===== src/rtl/lab2_proc_multi_drop_unit.sv =====
`default_nettype none
//============================================================================
// Module   : lab2_proc_multi_drop_unit
// Purpose  : Sits between the imem response port and the F stage and
//            discards responses that belong to squashed fetches. A
//            saturating pending-drop counter lets several squashed
//            fetches be in flight at once.
// Ports    : clk, reset      - clock, synchronous active-high reset
//            drop, drop_num  - squash event and number of responses to kill
//            in_msg/val/rdy  - response stream from memory
//            out_msg/val/rdy - response stream to the F stage
//            pending, full   - pending-drop count and saturation flag
//            overflow        - sticky: a drop request was clipped
//            num_dropped     - discarded-response counter (wraps at 2^16)
// Revision : 1.0 - initial release
//============================================================================
module lab2_proc_multi_drop_unit #(
  parameter int p_msg_nbits = 47,
  parameter int p_max_drops = 3,
  localparam int c_cnt_nbits = $clog2(p_max_drops + 1)
) (
  input  logic                   clk,
  input  logic                   reset,
  input  logic                   drop,
  input  logic [c_cnt_nbits-1:0] drop_num,
  input  logic [p_msg_nbits-1:0] in_msg,
  input  logic                   in_val,
  output logic                   in_rdy,
  output logic [p_msg_nbits-1:0] out_msg,
  output logic                   out_val,
  input  logic                   out_rdy,
  output logic [c_cnt_nbits-1:0] pending,
  output logic                   full,
  output logic                   overflow,
  output logic [15:0]            num_dropped
);

  localparam logic [c_cnt_nbits:0]   c_max_ext = (c_cnt_nbits + 1)'(p_max_drops);
  localparam logic [c_cnt_nbits-1:0] c_max_cnt = c_cnt_nbits'(p_max_drops);

  logic [c_cnt_nbits-1:0] r_pending;
  logic                   r_overflow;
  logic [15:0]            r_num_dropped;

  logic                 w_dropping;
  logic                 w_consume;
  logic [c_cnt_nbits:0] w_add;
  logic [c_cnt_nbits:0] w_sub;
  logic [c_cnt_nbits:0] w_sum;
  logic [c_cnt_nbits:0] w_next;

  // A same-cycle drop already applies to a response arriving this cycle.
  assign w_dropping = (r_pending != '0) | drop;
  assign w_consume  = w_dropping & in_val & ~reset;

  // Handshake: a doomed response is always accepted regardless of the
  // F stage; otherwise the F stage's ready is passed straight through.
  always_comb begin
    in_rdy  = 1'b0;
    out_val = 1'b0;
    if (!reset) begin
      if (w_dropping) begin
        in_rdy  = in_val ? 1'b1 : out_rdy;
        out_val = 1'b0;
      end else begin
        in_rdy  = out_rdy;
        out_val = in_val;
      end
    end
  end

  assign out_msg = in_msg;

  // Counter arithmetic one bit wider than the count so add cannot wrap.
  // The floor at zero only matters for an illegal drop with drop_num=0.
  assign w_add  = drop ? {1'b0, drop_num} : '0;
  assign w_sub  = {{c_cnt_nbits{1'b0}}, w_consume};
  assign w_sum  = {1'b0, r_pending} + w_add;
  assign w_next = (w_sum >= w_sub) ? (w_sum - w_sub) : '0;

  always_ff @(posedge clk) begin
    if (reset) begin
      r_pending     <= '0;
      r_overflow    <= 1'b0;
      r_num_dropped <= '0;
    end else begin
      if (w_next > c_max_ext) begin
        r_pending  <= c_max_cnt;
        r_overflow <= 1'b1;
      end else begin
        r_pending  <= w_next[c_cnt_nbits-1:0];
      end
      if (w_consume) begin
        r_num_dropped <= r_num_dropped + 16'd1;
      end
    end
  end

  assign pending     = r_pending;
  assign full        = (r_pending == c_max_cnt);
  assign overflow    = r_overflow;
  assign num_dropped = r_num_dropped;

endmodule
`default_nettype wire


===== config.mk =====
export PLATFORM = sky130hd
export DESIGN_NAME = lab2_proc_multi_drop_unit
export DESIGN_NICKNAME = d
export VERILOG_FILES = /design/src/rtl/lab2_proc_multi_drop_unit.sv
export SDC_FILE = /design/constraint.sdc
export NUM_CORES = 1
export LEC_CHECK = 0
export BUFFER_PORTS_ARGS = -buffer_cell sky130_fd_sc_hd__buf_2
export CAP_MARGIN = 15
export CORE_ASPECT_RATIO = 0.5
export CORE_MARGIN = 5
export CORE_UTILIZATION = 38
export DETAILED_ROUTE_END_ITERATION = 16
export PLACE_DENSITY_LB_ADDON = 0.12
export SYNTH_ARGS = -nofsm -noshare
export SYNTH_HDL_FRONTEND = slang
export SYNTH_SLANG_ARGS = --single-unit

===== constraint.sdc =====
create_clock -name clk -period 2.22 [get_ports clk]
set_input_delay 0.444 -clock clk [delete_from_list [all_inputs] [get_ports clk]]
set_output_delay 0.444 -clock clk [all_outputs]
set_load 0.03 [all_outputs]

Word level (Yosys, flattened, before mapping)
Index checks and enable logic that the tools add are counted.
{ "word_totals": {"ff_bits": 19, "latch_bits": 0, "ram_bits": 0, "romBits": 0, "input_bits": 54, "output_inout_bits": 69, "memories": 0} }
{ "op_classes": {"add_sub_neg": 3, "n_mul": 0, "div": 0, "n_lt_le_gt_ge": 2, "n_eq_ne": 1, "n_shift": 0, "n_mux": 8, "n_bitwise": 4, "n_reduce_logical": 1} }
{ "ops": {"columns": ["cell", "n"], "rows": [
  ["$add A16 B1 Y16 const B", 1],
  ["$mux W1", 5],
  ["$mux W2", 2],
  ["$add A2 B2 Y3", 1],
  ["$ge A3 B1 Y1", 1],
  ["$gt A3 B2 Y1 const B", 1],
  ["$mux W3", 1],
  ["$sub A3 B1 Y3", 1],
  ["$and A1 B1 Y1", 2],
  ["$eq A2 B2 Y1 const B", 1],
  ["$reduce_bool A2 Y1", 1],
  ["$not A1 Y1", 1],
  ["$or A1 B1 Y1", 1]
]} }

Longest topological paths before layout
{ "depth": {"ltp_word": 8, "depth_mapped": 7, "depth_no_buf": 7} }

Worst setup path before layout
Ideal clock, no wire load.
{ "synth_path": {"path_kind": "register to register", "start": "register r_pending[0] (netlist: pending[0])", "end": "register r_overflow (netlist: overflow)", "setup_ns": 0.128, "arrival_time_ns": 1.851, "t_required_ns": 2.092, "slack_ns": 0.241, "path_stages_with_launch": 7, "path_buffers": 0, "period_less_slack_ns": 1.979, "cell_sequence": "dfxtp_1 nor3_2 nor2_1 ha_1 nor4b_1 or2_2 o22ai_1"} }
{ "synth_via": {"elab_chain_len": 7, "elab_cells_between_ends": 9, "cone_classes": "2 x add/sub; 2 x order compare; 1 x mux; 3 x bitwise; 1 x reduce/logical"} }
{ "synth_rtl": {"columns": ["item", "line_no", "source"], "rows": [
  ["start, declared", "41", "logic [c_cnt_nbits-1:0] r_pending;"],
  ["start signal, assigned", "88", "r_pending <= c_max_cnt;"],
  ["start signal, assigned", "91", "r_pending <= w_next[c_cnt_nbits-1:0];"],
  ["$reduce_bool A2 Y1 *", "53", "assign w_dropping = (r_pending != '0) | drop;"],
  ["$or A1 B1 Y1 *", "53", null],
  ["$and A1 B1 Y1 * (2 in series)", "54", "assign w_consume = w_dropping & in_val & ~reset;"],
  ["net w_consume", "46", "logic w_consume;"],
  ["$sub A3 B1 Y3 / $ge A3 B1 Y1 (equally long branches)", "79", "assign w_next = (w_sum >= w_sub) ? (w_sum - w_sub) : '0;"],
  ["$mux W3 *", "79", null],
  ["$gt A3 B2 Y1 *", "87", "if (w_next > c_max_ext) begin"],
  ["end signal, assigned", "84", "r_overflow <= 1'b0;"],
  ["end signal, assigned", "89", "r_overflow <= 1'b1;"],
  ["end, declared", "42", "logic r_overflow;"]
]} }
Mark *: on every way through the listed nets, which the timed path passes. The rest lies on a longest branch.
A chain may end at the register's enable or synchronous reset.

Final worst setup path
{ "layout_path": {"start": "register r_pending[1] (netlist: pending[1])", "end": "output out_val"} }
{ "layout_via": {"elab_chain_len": 4} }
{ "layout_rtl": {"columns": ["item", "line_no", "source"], "rows": [
  ["$reduce_bool A2 Y1", "53", null],
  ["$or A1 B1 Y1", "53", null],
  ["$mux W1", "62", "if (w_dropping) begin"],
  ["$mux W1", "61", "if (!reset) begin"],
  ["end, declared", "30", "output logic out_val,"]
]} }
Every way passes these cells.

==> results_dict.tcl <==
set metrics [dict create \
    outcome "finished, final reports clean" \
    p_leak_nw 0.575 \
    vias 920 \
    insertion_delay_ps 260 \
    holdPathStages 2 \
    cts.hold.buffers_added 0 \
    crit_path_top_delay_cell "or3_1" \
    post_cts_buffers 0 \
    grt_util_met3_pct 5.45 \
    max_stage_delay_ps 450 \
    fp.dieArea_um2 5000 \
    utilization_pct 37.0 \
    drt_pass1_iterations 4 \
    met2_usage_pct 20.0 \
    setup_ws_ps 367 \
    diodes 0 \
    fin_cells 195 \
    post-place-ws_ps 127 \
    clockPowerShare_pct 26.3 \
    ant_nets 0 \
    worstHoldPathType "register to register" \
    io_buffers 28 \
    first_iter_violations 22 \
    drv_cap 0 \
    place_area_um2 1230 \
    coreArea_um2 3450 \
    maxSlewViolCount 0 \
    clock-sinks 19 \
    place_congestion 0.728 \
    p_seq_share_pct 43.3 \
    ys_types 35 \
    critPathKind "register to output pin" \
    end_kind "output pin" \
    grt_start_max_net_pins 18 \
    relSlewSlack_pct 71.0 \
    setup_viol 0 \
    internal_power_mw 0.604 \
    die_w_um 95.2 \
    worstPathArrival_ps 1410 \
    wirelength_um 2960 \
    cts_buffers 3 \
    syn_to_final_growth_pct -7.18 \
    tns_ps 0 \
    fin_skew_ps 1.98 \
    synth_area_um2 1380 \
    grt-ovfl-total 0 \
    post-route-period-util_pct 83.5 \
    grt.met1_usage_pct 12.6 \
    antenna_found_initial 0 \
    grt_pass1_wl_um 4590 \
    design.portCount 123 \
    synth-edff-count 0 \
    start_util_pct 39.9 \
    synth-async-reset-ratio_pct 0 \
    yosys_register_bits 19 \
    grt_usage_pct 11.9 \
    max_freq_mhz 540 \
    cts_resized 0 \
    fin_crit_ps 1850 \
    synth_cells 158 \
    required_ps 1780 \
    clk_pin_slew_worst_paths_ps 70 \
    dp.final_hpwl_um 2380 \
    via_per_inst 4.72 \
    tightest_slew_ps 432 \
    synth-main-ff-cell "dfxtp_1" \
    rsz0062_at_grt "no" \
    place_inst 191 \
    grt_pass1_vias 921 \
    fp.dieH_um 52.6 \
    fin_area_um2 1280 \
    cts_tree "built" \
    avgSynthCellArea_um2 8.72 \
    hold_violations 0 \
    root_buffer "clkbuf_8" \
    critPathMaxFanout 5 \
    reg2reg_depth 5 \
    power_density_nw_per_um2 729 \
    worstPathCellList "or3_1, nor2_1, buf_2" \
    p_sw_mw 0.328 \
    busiest_layer "met2" \
    htreeDepth 1 \
    yosys_warnings 0 \
    hold_ws_ps 473 \
    switching_share_pct 35.2 \
    wl_per_cell_um 15.2 \
    p_total_mw 0.932 \
    final_net_count 204 \
    pwr-share-comb_pct 30.3 \
    yosysSeqAreaShare_pct 27.6 \
    cp-start-kind "register" \
    clockBufferDepth 2 \
    ir_drop_v 0.000275 \
    drcViolationCount 0 \
    drive_above_1_share_pct 31.3 \
    num_rows 15 \
    syn_nets 217 \
]
[power groups by stage]
stage                     combinational [mW]  clock [mW]  sequential (mW)
after floorplan                        0.304           0            0.461
after global placement                 0.288           0            0.414
after detailed placement               0.285           0            0.413
after CTS                              0.286       0.254            0.405
after global routing                   0.309       0.272            0.412
final                                  0.283       0.246            0.404
[layout by cell type (no fill, tap or decap), types with 2 or more instances in the layout]
cell	Yosys	final
dfxtp_1	19	19
nand3_1	4	4
nand4_1	3	3
nand2b_1	4	4
xnor2_1	6	6
nand2_1	5	5
nor4_1	2	2
o22ai_1	2	2
ha_1	4	4
and2_1	3	3
o21ai_0	3	3
a21oi_1	8	8
and2b_1	2	2
xor2_1	3	3
buf_4	47	3
clkbuf_8	1	3
nor2_1	14	14
or3_2	2	2
a31o_2	2	2
inv_1	7	7
buf_2	0	28
nor4b_1	3	3
[cell type report]
type                            count  area [µm²]
Tap cell                           51        63.8
Timing Repair Buffer               31         163
Clock buffer                        4        45.0
Fill cell                         378        2170
Inverter                            7        26.3
Multi-Input combinational cell     83         601
Sequential cell                    19         380
[synth_stat cells, types with 2 or more instances]
master | instances | area (µm²)
and2_1 | 3 | 18.8
ha_1 | 4 | 50.1
nand2_1 | 5 | 18.8
nand2b_1 | 4 | 25.0
a21oi_1 | 8 | 40.0
a31o_2 | 2 | 17.5
nor4b_1 | 3 | 26.3
and2b_1 | 2 | 15.0
xor2_1 | 3 | 26.3
inv_1 | 7 | 26.3
nand4_1 | 3 | 18.8
or3_2 | 2 | 15.0
nand3_1 | 4 | 20.0
buf_4 | 47 | 353
xnor2_1 | 6 | 52.6
o22ai_1 | 2 | 12.5
o21ai_0 | 3 | 15.0
dfxtp_1 | 19 | 380
nor2_1 | 14 | 52.6
nor4_1 | 2 | 12.5
[logic make-up after synthesis]
family	after synthesis	synth area share, %
buf+inv	56	28.8
compound gates	17	7.27
mux	1	0.817
simple gates	51	24.7
xor+xnor	9	5.72
fa+ha+maj	5	5.09
flops	19	27.6
[worst max-delay path: cells and delay by family (launching register included)]
family,cells,cell delay (ps)
buf+inv,1,200
flops,1,370
simple gates,2,580
[per-layer routing]
layer,vias to the layer above,wire [µm]
li1,454,-
met4,0,74
met2,41,1410
met5,-,0
met1,409,1060
met3,16,414
[final timing paths]
check / endpoint / start / slack, ps
setup / recovery: out_val / pending[1] / 370
setup reg to reg: num_dropped[14] / num_dropped[0] / 390
hold reg to reg: overflow / overflow / 470
hold / removal: overflow / overflow / 470
[flip-flops by register name, summed over array words and instances (netlist names)]
name,flops
num_dropped,16
overflow,1
pending,2
No activity file was read; power rests on OpenSTA's default activity.
